File: src/rtl/mesi_mem_responder.sv
// -----------------------------------------------------------------------------
// mesi_mem_responder
//
// Shared word memory that answers the mem_read / mem_write requests of N
// cache controllers. Requests are arbitrated round-robin. Each granted request
// is serviced with a fixed latency and finishes with a one-cycle one-hot ack
// to the winning cache. For reads, the ack also carries the read data.
//
// Ports
//   clk        system clock, rising edge
//   rst        synchronous active-high reset (clears the memory as well)
//   mem_read   [N]      per-cache read request, level, held until acked
//   mem_write  [N]      per-cache write request, level, held until acked
//   mem_addr   [N] x32  per-cache byte address
//   mem_wdata  [N] x32  per-cache write data
//   mem_ack    [N]      one-hot completion pulse to the granted cache
//   mem_rdata  32       read data, valid in the read ack cycle, held after
//   busy       1        high while a request is in service (FSM not IDLE)
// -----------------------------------------------------------------------------
module mesi_mem_responder #(
    parameter int N       = 2,
    parameter int DEPTH   = 16,
    parameter int LATENCY = 2
) (
    input  logic              clk,
    input  logic              rst,
    input  logic [N-1:0]      mem_read,
    input  logic [N-1:0]      mem_write,
    input  logic [31:0]       mem_addr  [N],
    input  logic [31:0]       mem_wdata [N],
    output logic [N-1:0]      mem_ack,
    output logic [31:0]       mem_rdata,
    output logic              busy
);

    localparam int IDX_W = $clog2(DEPTH);
    localparam int GNT_W = $clog2(N);
    // The counter only ever holds LATENCY-1 down to 0.
    localparam int CNT_W = (LATENCY > 1) ? $clog2(LATENCY) : 1;

    typedef enum logic [1:0] {
        S_IDLE,
        S_WAIT,
        S_RESP
    } state_t;

    state_t             state_reg;
    state_t             state_next;

    logic [GNT_W-1:0]   grant_reg;
    logic [GNT_W-1:0]   last_grant_reg;
    logic               op_write_reg;
    logic [IDX_W-1:0]   idx_reg;
    logic [31:0]        wdata_reg;
    logic [CNT_W-1:0]   cnt_reg;
    logic [31:0]        rdata_reg;
    logic [31:0]        mem_reg [DEPTH];

    logic [N-1:0]       req;
    logic               req_any;
    logic [GNT_W-1:0]   gnt_sel;
    logic [GNT_W-1:0]   cand;

    // A write and a read raised together count as one request. The write
    // takes precedence when the request is latched.
    assign req = mem_read | mem_write;

    // Round-robin search that starts just after the previous winner.
    always_comb begin
        gnt_sel = last_grant_reg;
        req_any = 1'b0;
        cand    = '0;
        for (int off = 1; off <= N; off++) begin
            cand = GNT_W'((int'(last_grant_reg) + off) % N);
            if (!req_any && req[cand]) begin
                gnt_sel = cand;
                req_any = 1'b1;
            end
        end
    end

    always_comb begin
        state_next = state_reg;
        case (state_reg)
            S_IDLE:  if (req_any) state_next = S_WAIT;
            S_WAIT:  if (cnt_reg == '0) state_next = S_RESP;
            S_RESP:  state_next = S_IDLE;
            default: state_next = S_IDLE;
        endcase
    end

    always_ff @(posedge clk) begin
        if (rst) begin
            state_reg      <= S_IDLE;
            grant_reg      <= '0;
            last_grant_reg <= GNT_W'(N - 1);
            op_write_reg   <= 1'b0;
            idx_reg        <= '0;
            wdata_reg      <= '0;
            cnt_reg        <= '0;
            rdata_reg      <= '0;
            for (int i = 0; i < DEPTH; i++) begin
                mem_reg[i] <= '0;
            end
        end else begin
            state_reg <= state_next;
            case (state_reg)
                S_IDLE: begin
                    if (req_any) begin
                        // Everything needed later is captured here, so the
                        // requester's inputs may change during service.
                        grant_reg      <= gnt_sel;
                        last_grant_reg <= gnt_sel;
                        op_write_reg   <= mem_write[gnt_sel];
                        idx_reg        <= mem_addr[gnt_sel][IDX_W+1:2];
                        wdata_reg      <= mem_wdata[gnt_sel];
                        cnt_reg        <= CNT_W'(LATENCY - 1);
                    end
                end
                S_WAIT: begin
                    if (cnt_reg != '0) begin
                        cnt_reg <= cnt_reg - 1'b1;
                    end else if (!op_write_reg) begin
                        // Registered read in the last wait cycle, so the data
                        // is on mem_rdata when the ack is issued.
                        rdata_reg <= mem_reg[idx_reg];
                    end
                end
                S_RESP: begin
                    if (op_write_reg) begin
                        mem_reg[idx_reg] <= wdata_reg;
                    end
                end
                default: ;
            endcase
        end
    end

    // The ack is gated by rst so that a reset in the response cycle
    // suppresses the completion pulse.
    for (genvar gi = 0; gi < N; gi++) begin : g_ack
        assign mem_ack[gi] = (state_reg == S_RESP) && !rst &&
                             (grant_reg == GNT_W'(gi));
    end

    assign mem_rdata = rdata_reg;
    assign busy      = (state_reg != S_IDLE);

endmodule

File: config.mk
export PLATFORM = sky130hd
export DESIGN_NAME = mesi_mem_responder
export DESIGN_NICKNAME = d
export VERILOG_FILES = /design/src/rtl/mesi_mem_responder.sv
export SDC_FILE = /design/constraint.sdc
export NUM_CORES = 1
export LEC_CHECK = 0
export BUFFER_PORTS_ARGS = -buffer_cell sky130_fd_sc_hd__buf_2
export CORE_ASPECT_RATIO = 0.75
export CORE_UTILIZATION = 55
export DETAILED_ROUTE_END_ITERATION = 10
export PLACE_DENSITY = 0.74
export REMOVE_ABC_BUFFERS = 1
export SYNTH_ARGS = -nofsm -noshare
export SYNTH_HDL_FRONTEND = slang
export SYNTH_SLANG_ARGS = --single-unit
File: constraint.sdc
create_clock -name clk -period 2.32 [get_ports clk]
set_clock_uncertainty 0.15 [all_clocks]
set_input_delay 0.464 -clock clk [delete_from_list [all_inputs] [get_ports clk]]
set_output_delay 0.464 -clock clk [all_outputs]
set_load 0.1 [all_outputs]
* After elaboration in Yosys (flattened, before gate mapping)
Memories as Yosys holds them, arrays and structs flattened. A register that Yosys moved wholly into a read port is not among the register bits.
Index checks and enable logic that the tools add are counted.
** Word-level totals
- Memories kept :: 1
- Memory bits (writable) :: 512
- Bits of input ports :: 134
- Register bits :: 42
** Operators by class
- Bitwise gates (word level) :: 5
- Muxes and demuxes :: 31
- Reductions and logical operators :: 14
- $lt $le $gt $ge :: 4
- Eq/ne operators :: 4
- Add/subtract/negate cells :: 3
** Memories
- mem_reg :: words 16, width 32, read ports 1, clocked after memory_dff 1, write ports 16, line 57 : logic [31:0] mem_reg [DEPTH];
** Operators by type and width (count)
- $mux W32 :: 4
- $reduce_or A32 Y1 :: 1
- $mux W1 :: 19
- $mux W6 :: 3
- $lt A1 B2 Y1 const B :: 3
- $reduce_and A2 Y1 :: 3
- $logic_and A1 B1 Y1 :: 4
- $mux W2 :: 2
- $mux W4 :: 1
- $ne A2 B2 Y1 const B :: 2
- $pmux W2 S2 :: 1
- $reduce_bool A2 Y1 :: 2
- $not A1 Y1 :: 3
- $reduce_and A3 Y1 :: 1
- $add A1 B1 Y1 const B :: 2
- $eq A2 B1 Y1 const B :: 1
- $eq A2 B2 Y1 const B :: 1
- $ge A2 B2 Y1 const B :: 1
- $logic_not A1 Y1 :: 2
- $logic_not A2 Y1 :: 1
- $not A1 Y2 :: 1
- $or A2 B2 Y2 :: 1
- $pmux W1 S2 :: 1
- $sub A1 B1 Y1 const B :: 1

* Depth between registers and ports, before layout
- Word-level depth :: 11
- Mapped depth :: 7
- Gate-level depth less buffers :: 4

* Worst setup path before layout
Ideal clock, no wire load.
- Path type :: input to output
- From :: in rst
- To :: out mem_ack[0]
- Path buffers :: 1
- Stages on the path :: 2
- Slack :: -2.046 ns
- Arrival time :: 3.752 ns
- Cell sequence :: clkbuf_1 > nor4b_1
** Between the ends
- Cells in the longest elaborated chain, start to end :: 3
** RTL lines
- from (decl) :: line 26 : input logic rst,
- $logic_not A1 Y1 :: line 142 : assign mem_ack[gi] = (state_reg == S_RESP) && !rst &&
- $logic_and A1 B1 Y1 (2 in series) :: line 142
- to (decl) :: line 31 : output logic [N-1:0] mem_ack,
Every way passes these cells.

* Final worst setup path
- From :: reg grant_reg
- To :: out mem_ack[1]
** Between the ends
- Cells in the longest elaborated chain, start to end :: 1
** RTL lines
- from (decl) :: line 50 : logic [GNT_W-1:0] grant_reg;
- from (signal assigned) :: line 112 : grant_reg <= gnt_sel;
- $logic_and A1 B1 Y1 :: line 142
Every way passes these cells.

==> results.txt <==
Share of layout cells above drive strength 1 -> 20.9%
Ports -> 169
Crit. End Element -> primary output
CTS Buf Count -> 55
Met3 usage -> 4.67%
Synth warnings -> 0
Top cell type's share of synthesized area -> 58.4%
Startpoint types -> flip-flop
Power per standard cell area -> 822 nW/um^2
Global route overflow -> 0
Least-Margin Pin Slew -> 0.658 ns
DRT iter0 DRCs -> 1596
Post-synthesis compound-gate area fraction -> 6.12%
Final setup viols -> 0
Cell Area, Synth -> 26300 um^2
Ant. Diodes -> 0
Filler cell count -> 3467
Routed WL per cell -> 24.5 um
Port bufs -> 112
Slowest cell on crit path -> dfxtp_1
Endpoint arrival time on the critical path -> 1.62 ns
F_max -> 448 MHz
Area contributors post-synth -> edfxtp_1 (58%), and2_1 (12%), mux2i_1 (8.6%)
Gr busiest metal -> met2
CTS tree -> built
Max_cap viols -> 0
Post-Synth XOR/XNOR Area -> 0%
GRT Total Usage -> 27.9%
Die Ht -> 192 um
First-pass DRT Iterations -> 5
Largest family of logic cells by synthesized area -> simple AND/OR/NAND/NOR gates
Largest net degree at the start of global routing -> 46
Core area -> 47300 um^2
Pleak -> 11.3 nW
Die ar. -> 48800 um^2
Count leader, synth -> and2_1
Vias post-DR -> 15995
Clock transition at the registers of the reported paths -> 0.06 ns
Synth unique cells -> 44
Cells after synthesis -> 1895
Worst path max stage delay -> 0.36 ns
Num rows -> 69
Initial antenna violation count -> 1
Flop2flop setup slack -> 0.16 ns
First-pass GRT wire length -> 98700 um
Yosys top cell by area -> edfxtp_1
Status -> complete, no violations
WS Path Type -> flip-flop to primary output
Post-Synthesis Mean Instance Area -> 13.9 um^2
Ys flop type -> edfxtp_1
Post-route setup TNS -> 0 ns
Met1 GRT Util -> 39.5%
Final-report hold violation count -> 0
Fraction of the mapped netlist area in simple logic gates -> 15.3%
Clk buf depth -> 3
CP max FO -> 3
Number of synthesized flops with an enable pin -> 512
Critical path required time -> 1.71 ns
Vias in the first global route -> 15932
Clk_lat worst skew -> 0.63 ns
Die W -> 255 um
Synth Area in Adders -> 0%
Area growth syn-to-layout -> 15.2%
Overall power -> 25.0 mW
Mux share of post-synthesis cell area -> 11.4%
Vias/cell -> 5.91
Worst hold path type -> primary input to flip-flop
Max transition margin -> 56.1%
Clock Sinks -> 586
Starting Density -> 55.7%
Root buf cell -> clkbuf_16
RSZ-0062 raised after global routing -> no
Final net count -> 2155
Worst IR Drop VDD -> 0.597 mV
Max Slew Vio Count -> 0
Post-route minimum period -> 2.23 ns
Fin crit share -> 96.2%
Yosys reg bits -> 586
Max reg flops -> 512
H-tree depth -> 2
GR Util met2 -> 44.4%
WL final -> 66400 um
DRC Markers -> 0
ANT nets after route -> 0
CP cell instances -> nor4bb_1 > buf_4 > buf_12
Routability Congestion -> 0.843
Async SR Flop Fraction -> 0%
Seq/Total Area, Yosys -> 64.0%
Detail Placement HPWL -> 41900 um
Synth cell count leaders -> and2_1 (514), edfxtp_1 (512), mux2i_1 (226)
## logic make-up (layout without fill, tap and decap cells)
logic type,Yosys count,after routing
and+or+nand+nor,678,678
DFF,586,586
muxes,259,259
AOI/OAI and AO/OA,203,203
buffers and inverters,169,342
## report_power, final
group / internal, mW / switching [mW]
Combinational: 1.32 / 2.23
Clock: 5.08 / 3.89
Sequential: 11.9 / 0.532
## metrics by stage
| step | cell area, um^2 | hold slack (ns) | util [%] | setup WS [ns] | std cells |
|---|---|---|---|---|---|
| 2_1_floorplan | 25500 | 0.329 | - | -7.52 | 1727 |
| 3_3_place_gp | 28500 | 0.347 | 60.3 | 0.0403 | 2599 |
| 3_5_place_dp | 28500 | 0.362 | 60.3 | 0.00762 | 2599 |
| 4_1_cts | 30400 | 0.00445 | 64.2 | 0.0236 | 2707 |
| 5_1_grt | 30400 | 0.0447 | 64.2 | 0.0167 | 2707 |
| 6_report | 30400 | 0.0254 | 64.2 | 0.0880 | 2707 |
## per-layer routing
metal | share of wire [%] | wire length [um]
met2 | 47 | 31100
met1 | 42 | 28000
met5 | 0 | 0
met4 | 2.3 | 1500
met3 | 8.6 | 5740
## worst paths after layout
path                  from             to  depth (start not counted)
max              grant_reg     mem_ack[1]                          3
min          mem_wdata[18]  wdata_reg[18]                          3
max reg2reg     idx_reg[3]   mem_rdata[8]                          5
min reg2reg      grant_reg      grant_reg                          2
## final cells by class
class                           instances  area, um^2  share of cell area, %
Clock buffer                           85        1600                   5.27
Clock inverter                         19         184                  0.606
Inverter                                1        3.75                 0.0124
Multi-Input combinational cell       1140        8730                   28.8
Sequential cell                       586       16900                   55.6
Tap cell                              639         800                   2.63
Timing Repair Buffer                  237        2170                   7.15
## critical path: cells and delay by family (launching register included)
| family | cells | cell delay, ns |
|---|---|---|
| AND/OR/NAND/NOR | 1 | 0.30 |
| buffers and inverters | 2 | 0.33 |
| flip-flops | 1 | 0.36 |
## timing repair
action                                 4_1_cts  5_1_grt
hold buffers                                 4        0
resized for setup                            3        1
gates cloned                                 0        0
endpoints found under the hold margin        4        0
setup buffers                                0        0
setup endpoints to repair                    3        1
pin swaps                                    0        1
## layout by cell type (no fill, tap or decap), types with 2 or more instances in the layout
| cell type | instances |
|---|---|
| clkinv_1 | 2 |
| mux4_2 | 33 |
| o22ai_1 | 51 |
| inv_6 | 4 |
| a221oi_1 | 32 |
| or2_1 | 2 |
| bufinv_16 | 3 |
| dfxtp_2 | 4 |
| nand2_1 | 3 |
| a211oi_2 | 30 |
| nor3_1 | 22 |
| o221ai_2 | 6 |
| clkinv_2 | 9 |
| edfxtp_1 | 512 |
| or2_2 | 16 |
| dlygate4sd3_1 | 4 |
| nor2_2 | 12 |
| nand3b_1 | 3 |
| a211oi_1 | 38 |
| a21oi_1 | 4 |
| nand2_2 | 3 |
| clkbuf_16 | 55 |
| clkbuf_1 | 19 |
| buf_4 | 73 |
| and2_1 | 514 |
| o21ai_1 | 30 |
| dfxtp_4 | 2 |
| mux2i_1 | 226 |
| nor3_4 | 4 |
| o221ai_1 | 6 |
| o21ai_0 | 3 |
| nand2b_1 | 4 |
| buf_2 | 108 |
| nor2_1 | 83 |
| clkbuf_8 | 11 |
| dfxtp_1 | 68 |
| buf_12 | 52 |
Note: power is estimated with default switching activity, not from simulation.
